### src/rtl/dec_entry_to_snum.sv
`default_nettype none
// ============================================================================
// Module      : dec_entry_to_snum
// Description : Decimal keypad entry accumulator. It rebuilds a magnitude
//               from keyed BCD digits as mag*10 + d and holds a sign that the
//               neg key toggles. On enter it commits a 9-bit two's-complement
//               value. The live magnitude and sign feed the display chain.
// Revision    : 1.0 - initial release
// ============================================================================
module dec_entry_to_snum (
    input  logic       clk,
    input  logic       reset,
    input  logic       digit_valid,
    input  logic [3:0] digit,
    input  logic       neg_key,
    input  logic       clear,
    input  logic       enter,
    output logic [7:0] mag,
    output logic       neg,
    output logic [1:0] ndigits,
    output logic [8:0] value_out,
    output logic       out_valid,
    output logic       err
);

    // EMPTY: no digits, ENTRY: 1-2 digits, FULL: 3 digits
    typedef enum logic [1:0] {
        EMPTY = 2'd0,
        ENTRY = 2'd1,
        FULL  = 2'd2
    } state_t;

    localparam logic [1:0]  c_MAX_DIGITS = 2'd3;
    localparam logic [11:0] c_MAX_MAG    = 12'd255;
    localparam logic [3:0]  c_MAX_BCD    = 4'd9;

    state_t      r_state;
    logic [7:0]  r_mag;
    logic        r_neg;
    logic [1:0]  r_ndigits;
    logic [8:0]  r_value;
    logic        r_out_valid;
    logic        r_err;

    state_t      w_state_nxt;
    logic [7:0]  w_mag_nxt;
    logic        w_neg_nxt;
    logic [1:0]  w_ndigits_nxt;
    logic [8:0]  w_value_nxt;
    logic        w_out_valid_nxt;
    logic        w_err_nxt;

    logic [11:0] w_mag_ext;
    logic [11:0] w_sum;
    logic [8:0]  w_mag9;
    logic [8:0]  w_signed;
    logic [1:0]  w_ndigits_inc;

    // Shift-add times ten, wide enough that 255*10+9 cannot wrap
    always_comb begin
        w_mag_ext     = {4'b0000, r_mag};
        w_sum         = (w_mag_ext << 3) + (w_mag_ext << 1) + {8'b0000_0000, digit};
        w_mag9        = {1'b0, r_mag};
        // Negating zero yields zero, so a live -0 commits as plain 0
        w_signed      = r_neg ? (~w_mag9 + 9'd1) : w_mag9;
        w_ndigits_inc = r_ndigits + 2'd1;
    end

    // Next-state: only the highest-priority strobe acts (clear > enter > digit > neg)
    always_comb begin
        w_state_nxt     = r_state;
        w_mag_nxt       = r_mag;
        w_neg_nxt       = r_neg;
        w_ndigits_nxt   = r_ndigits;
        w_value_nxt     = r_value;
        w_out_valid_nxt = 1'b0;
        w_err_nxt       = r_err;

        if (clear) begin
            w_state_nxt   = EMPTY;
            w_mag_nxt     = 8'd0;
            w_neg_nxt     = 1'b0;
            w_ndigits_nxt = 2'd0;
            w_err_nxt     = 1'b0;
        end else if (enter) begin
            // Enter with nothing keyed is ignored, but still masks lower strobes
            if (r_state != EMPTY) begin
                w_value_nxt     = w_signed;
                w_out_valid_nxt = 1'b1;
                w_err_nxt       = 1'b0;
                w_state_nxt     = EMPTY;
                w_mag_nxt       = 8'd0;
                w_neg_nxt       = 1'b0;
                w_ndigits_nxt   = 2'd0;
            end
        end else if (digit_valid) begin
            if (digit > c_MAX_BCD) begin
                w_err_nxt = 1'b1;
            end else if (r_state == FULL) begin
                // A fourth digit is refused even when the sum would fit
                w_err_nxt = 1'b1;
            end else if (w_sum > c_MAX_MAG) begin
                w_err_nxt = 1'b1;
            end else begin
                w_mag_nxt     = w_sum[7:0];
                w_ndigits_nxt = w_ndigits_inc;
                w_state_nxt   = (w_ndigits_inc == c_MAX_DIGITS) ? FULL : ENTRY;
            end
        end else if (neg_key) begin
            w_neg_nxt = ~r_neg;
        end
    end

    // State and output registers; reset clears everything, including a pending pulse
    always_ff @(posedge clk or posedge reset) begin
        if (reset) begin
            r_state     <= EMPTY;
            r_mag       <= 8'd0;
            r_neg       <= 1'b0;
            r_ndigits   <= 2'd0;
            r_value     <= 9'd0;
            r_out_valid <= 1'b0;
            r_err       <= 1'b0;
        end else begin
            r_state     <= w_state_nxt;
            r_mag       <= w_mag_nxt;
            r_neg       <= w_neg_nxt;
            r_ndigits   <= w_ndigits_nxt;
            r_value     <= w_value_nxt;
            r_out_valid <= w_out_valid_nxt;
            r_err       <= w_err_nxt;
        end
    end

    assign mag       = r_mag;
    assign neg       = r_neg;
    assign ndigits   = r_ndigits;
    assign value_out = r_value;
    assign out_valid = r_out_valid;
    assign err       = r_err;

endmodule
`default_nettype wire

### config.mk
export PLATFORM = sky130hd
export DESIGN_NAME = dec_entry_to_snum
export DESIGN_NICKNAME = d
export VERILOG_FILES = /design/src/rtl/dec_entry_to_snum.sv
export SDC_FILE = /design/constraint.sdc
export NUM_CORES = 1
export LEC_CHECK = 0
export CAP_MARGIN = 20
export CORE_UTILIZATION = 40
export DETAILED_ROUTE_END_ITERATION = 12
export PLACE_DENSITY = 0.75
export SKIP_LAST_GASP = 1
export SLEW_MARGIN = 20
export SYNTH_ARGS = -nofsm -noshare
export SYNTH_HDL_FRONTEND = slang
export SYNTH_SLANG_ARGS = --single-unit
### constraint.sdc
create_clock -name clk -period 4.1 [get_ports clk]
set_clock_uncertainty 0.05 [all_clocks]
set_input_delay 0.82 -clock clk [delete_from_list [all_inputs] [get_ports clk]]
set_output_delay 0.82 -clock clk [all_outputs]
set_load 0.01 [all_outputs]
# Word level (Yosys, flattened, before mapping)
# Cells that the tools add are included.
[word_totals]
register_bits = 24
out_inout_bits = 22
[op_classes]
n_addsub = 4
magnitude_cmp = 2
n_eq_ne = 7
mux = 36
bitwise_logic = 3
n_reduce_logical = 8
[ops]
columns = ["operator", "count"]
rows = [
  ["two-way mux 8 bit", 7],
  ["two-way mux 2 bit", 14],
  ["two-way mux 1 bit", 14],
  ["adder 11 x 9 -> 12 bit", 1],
  ["adder 12 x 4 -> 12 bit", 1],
  ["greater-than comparator 12 x 8 -> 1 bit (second input constant)", 1],
  ["adder 9 x 1 -> 9 bit (second input constant)", 1],
  ["two-way mux 9 bit", 1],
  ["!= test 3 bit (second input constant)", 3],
  ["inverter 8 -> 9 bit", 1],
  ["AND reduction 3 bit", 3],
  ["nonzero test 3 bit", 2],
  ["AND reduction 5 bit", 1],
  ["nonzero test 5 bit", 1],
  ["equality test 2 bit (second input constant)", 2],
  ["greater-than comparator 4 bit (second input constant)", 1],
  ["!= test 3 x 1 -> 1 bit (second input constant)", 1],
  ["!= test 3 x 2 -> 1 bit (second input constant)", 1],
  ["adder 2 x 1 -> 2 bit (second input constant)", 1],
  ["inverter 1 bit", 2],
  ["nonzero test 2 bit", 1],
]

# Logic depth before layout (Yosys ltp)
[depth]
ltp_word = 9
depth_mapped = 11

# Worst setup path before layout
# No wires, ideal clock.
[synth_path]
kind = "input -> register"
from = "input port digit[3]"
to = "register r_mag[1], in the netlist mag[1]"
t_arrival_ps = 3132
required_ps = 3918
path_slack_ps = 786
cell_stages = 11
n_path_buf = 1
cell_sequence = "inv_1 > fa_1 > inv_1 > ha_1 > a211oi_2 > nor4_1 > or3_4 > nor4_4 > and4_1 > buf_4 > o22ai_1"
[synth_via]
elab_chain_len = 4
word_cells_on_any_way = 6
[synth_lines]
columns = ["element", "line_no", "rtl"]
rows = [
  ["start: declaration", "14", "input logic [3:0] digit,"],
  ["adder 12 x 4 -> 12 bit", "62", "w_sum = (w_mag_ext << 3) + (w_mag_ext << 1) + {8'b0000_0000, digit};"],
  ["greater-than comparator 12 x 8 -> 1 bit", "102", "end else if (w_sum > c_MAX_MAG) begin"],
  ["!= test 3 bit (no line)", "-", ""],
  ["AND reduction 5 bit (no line) *", "-", ""],
  ["end signal: assignment", "126", "r_mag <= w_mag_nxt;"],
  ["end: declaration", "38", "logic [7:0] r_mag;"],
]
# Mark *: on every way between the ends. The rest lies on a longest branch, timed or not.
# A chain may end at the register's enable or synchronous reset.

# Final worst setup path
[layout_path]
from = "input port digit[3]"
to = "register r_mag[5], in the netlist mag[5]"
[layout_via]
elab_chain_len = 7
word_cells_on_any_way = 12
[layout_lines]
columns = ["element"]
rows = [
  ["branches (longest 7 deep; another with adder 12 x 4 -> 12 bit)"],
]
# Parallel ways; which one is timed is not known. The select of a mux whose other input is x is not followed.

==> flow_metrics.env <==
export IMPL_status="finished, final reports clean"
export IMPL_die_height_um=67.2
export IMPL_via_per_inst=5.42
export IMPL_cts_path_max_buffers=2
export IMPL_synth_seq_cells=24
export IMPL_synth_nets=216
export IMPL_syn_cell_area_um2=1700
export IMPL_setup_violations=0
export IMPL_met1_length_um=1790
export IMPL_gp_congestion=0.828
export IMPL_grt_pass1_wl_um=6110
export IMPL_clock_latency_ns=0.27
export IMPL_power_leakage_uw=0.000941
export IMPL_final_cells=267
export IMPL_grt_max_degree=25
export IMPL_num_vias=1446
export IMPL_drt_first_pass_iters=4
export IMPL_netlist_area_leader_share_pct=35.4
export IMPL_drive_gt1_share_pct=5.99
export IMPL_final_cell_area_um2=2100
export IMPL_cts_buffers=3
export IMPL_p_total_uw=604
export IMPL_critPathKind="input pin to flip-flop"
export IMPL_slowest_stage="fa_1"
export IMPL_syn_inst=187
export IMPL_antenna_found_initial=0
export IMPL_finalMaxSlewViolations=0
export IMPL_wl_per_cell_um=14.1
export IMPL_wl_met2_um=1780
export IMPL_path_cells="clkdlybuf4s50_1, inv_1, fa_1, inv_1, ha_1, a211oi_2, nor4_1, or3_4, nor4_4, and4_1, o22ai_1"
export IMPL_path_max_fanout=9
export IMPL_areaGrowthSynthToFinish_pct=23.5
export IMPL_postCtsSetupBuffers=0
export IMPL_chipWidth_um=67.2
export IMPL_numPortBuffers=31
export IMPL_pin_count=32
export IMPL_synth_edf_count=0
export IMPL_synth_distinct_cells=42
export IMPL_synth_avg_cell_area_um2=9.08
export IMPL_grt_overflow_total=0
export IMPL_clockRootBuffer="clkbuf_8"
export IMPL_ant_nets=0
export IMPL_p_per_area_nw_per_um2=288
export IMPL_synthFlopType="dfrtp_1"
export IMPL_finalCritPeriodShare_pct=93.2
export IMPL_max_slew_margin_pct=37.4
export IMPL_tns_ns=0
export IMPL_place_inst=264
export IMPL_required_ns=4.19
export IMPL_rows=23
export IMPL_cts_tree="yes"
export IMPL_grt_usage_pct=18.1
export IMPL_hold_viol=0
export IMPL_end_kind="flip-flop"
export IMPL_hold_ws_ns=0.477
export IMPL_rsz0062_at_grt="no"
export IMPL_dr_first_iter_drc_count=54
export IMPL_finalWirelength_um=3750
export IMPL_h_tree_depth=1
export IMPL_wl_met3_um=170
export IMPL_crit_path_frequent_cell="inv_1"
export IMPL_die_area_um2=4510
export IMPL_drc=0
export IMPL_holdBufCountCts=0
export IMPL_hpwl_um=2850
export IMPL_clk_pin_slew_ns=0.08
export IMPL_fillers=385
export IMPL_drv_cap=0
export IMPL_mostFrequentLayoutCells="31 x clkdlybuf4s50_1, 24 x nand2_1, 24 x dfrtp_1"
export IMPL_top_layer_used="met4"
export IMPL_antenna_cells=0
export IMPL_synthArstFlopShare_pct=100
export IMPL_cts_sinks=24
export IMPL_hp_class="flip-flop to flip-flop"
export IMPL_design_core_area_um2=4030
export IMPL_initial_core_util_pct=42.1
export IMPL_cts_resized=0
export IMPL_final_common_cell="clkdlybuf4s50_1"
export IMPL_synth_warnings=0
export IMPL_synth_area_leaders="dfrtp_1 35%, ha_1 13%, nand2_1 5.3%"
export IMPL_ys_seq_area_share_pct=35.4
export IMPL_layout_nets=248
export IMPL_synth_top_cell_by_area="dfrtp_1"
export IMPL_peakVddDrop_mv=0.247
export IMPL_slowest_delay_ns=0.58
export IMPL_fmax_mhz=262
export IMPL_cp_arrival_ns=3.91
export IMPL_finalCriticalPeriod_ns=3.82
export IMPL_worst_slew_pin_slew_ns=0.939
export IMPL_dpl_instance_area_um2=2060
export IMPL_crit_path_start_kind="input pin"
export IMPL_grt_pass1_vias=1270
worst max-delay path: cells and delay by family:
family | cells | cell delay (ns)
and+or+nand+nor | 4 | 1.22
adders and majority gates | 2 | 0.90
buffers and inverters | 3 | 0.59
AOI/OAI and AO/OA | 2 | 0.38
state kept, by name, summed over array words and instances, names as in the netlist:
register / cells
value_out: 9
mag: 8
ndigits: 2
r_state: 2
err: 1
neg: 1
out_valid: 1
cell families after synthesis:
family          share of synthesized area (%)
fa+ha+maj                                14.9
flops                                    35.4
buf+inv                                  5.82
xor+xnor                                 4.64
mux                                      3.02
simple gates                             18.0
compound gates                           18.3
cell type report:
type	instances	area (um^2)	area share (%)
inverters	15	56.3	2.68
flip-flops and latches	24	601	28.6
clock buffers	3	41.3	1.97
repair buffers	34	333	15.9
multi-input cells	141	1000	47.9
well taps	50	62.6	2.98
per-layer routing:
| layer | GRT usage, % | vias up |
|---|---|---|
| met1 | 25.1 | 689 |
| met4 | 2.66 | 0 |
| li1 | - | 724 |
| met3 | 4.39 | 2 |
| met2 | 29.1 | 31 |
| met5 | 0 | - |
stage by stage:
step / worst slack (ns) / util (%)
2_1_floorplan: 0.786 / -
3_3_place_gp: 0.0865 / 51.0
3_5_place_dp: 0.00851 / 51.0
4_1_cts: 0.287 / 52.0
5_1_grt: 0.0957 / 52.0
6_report: 0.278 / 52.0
final timing paths:
path	startpoint	end	slack, ns	depth (start not counted)
min reg2reg	value_out[0]$_DFFE_PP0P_	value_out[0]$_DFFE_PP0P_	0.48	1
max reg2reg	mag[0]$_DFFE_PP0P_	mag[5]$_DFFE_PP0P_	0.79	10
min in group asynchronous	reset	neg$_DFFE_PP0P_	1.01	2
max	digit[3]	mag[5]$_DFFE_PP0P_	0.28	11
max in group asynchronous	reset	value_out[4]$_DFFE_PP0P_	2.41	2
min	value_out[0]$_DFFE_PP0P_	value_out[0]$_DFFE_PP0P_	0.48	1
cells in the mapped netlist (all sizes together), types with 3 or more instances:
| library cell | instances |
|---|---|
| nand4 | 3 |
| o22ai | 10 |
| mux2i | 4 |
| o31ai | 3 |
| buf | 4 |
| o21ai | 13 |
| ha | 17 |
| xor2 | 8 |
| inv | 15 |
| nor2 | 14 |
| dfrtp | 24 |
| a21oi | 10 |
| clkbuf | 3 |
| nand2 | 24 |
power by group:
part | leakage [uW] | switching, uW | internal [uW]
combinational | 0.000604 | 80.2 | 95.1
clock | 0.0000216 | 74.9 | 65.8
sequential | 0.000316 | 21.5 | 267
No activity file was read; power rests on OpenSTA's default activity.
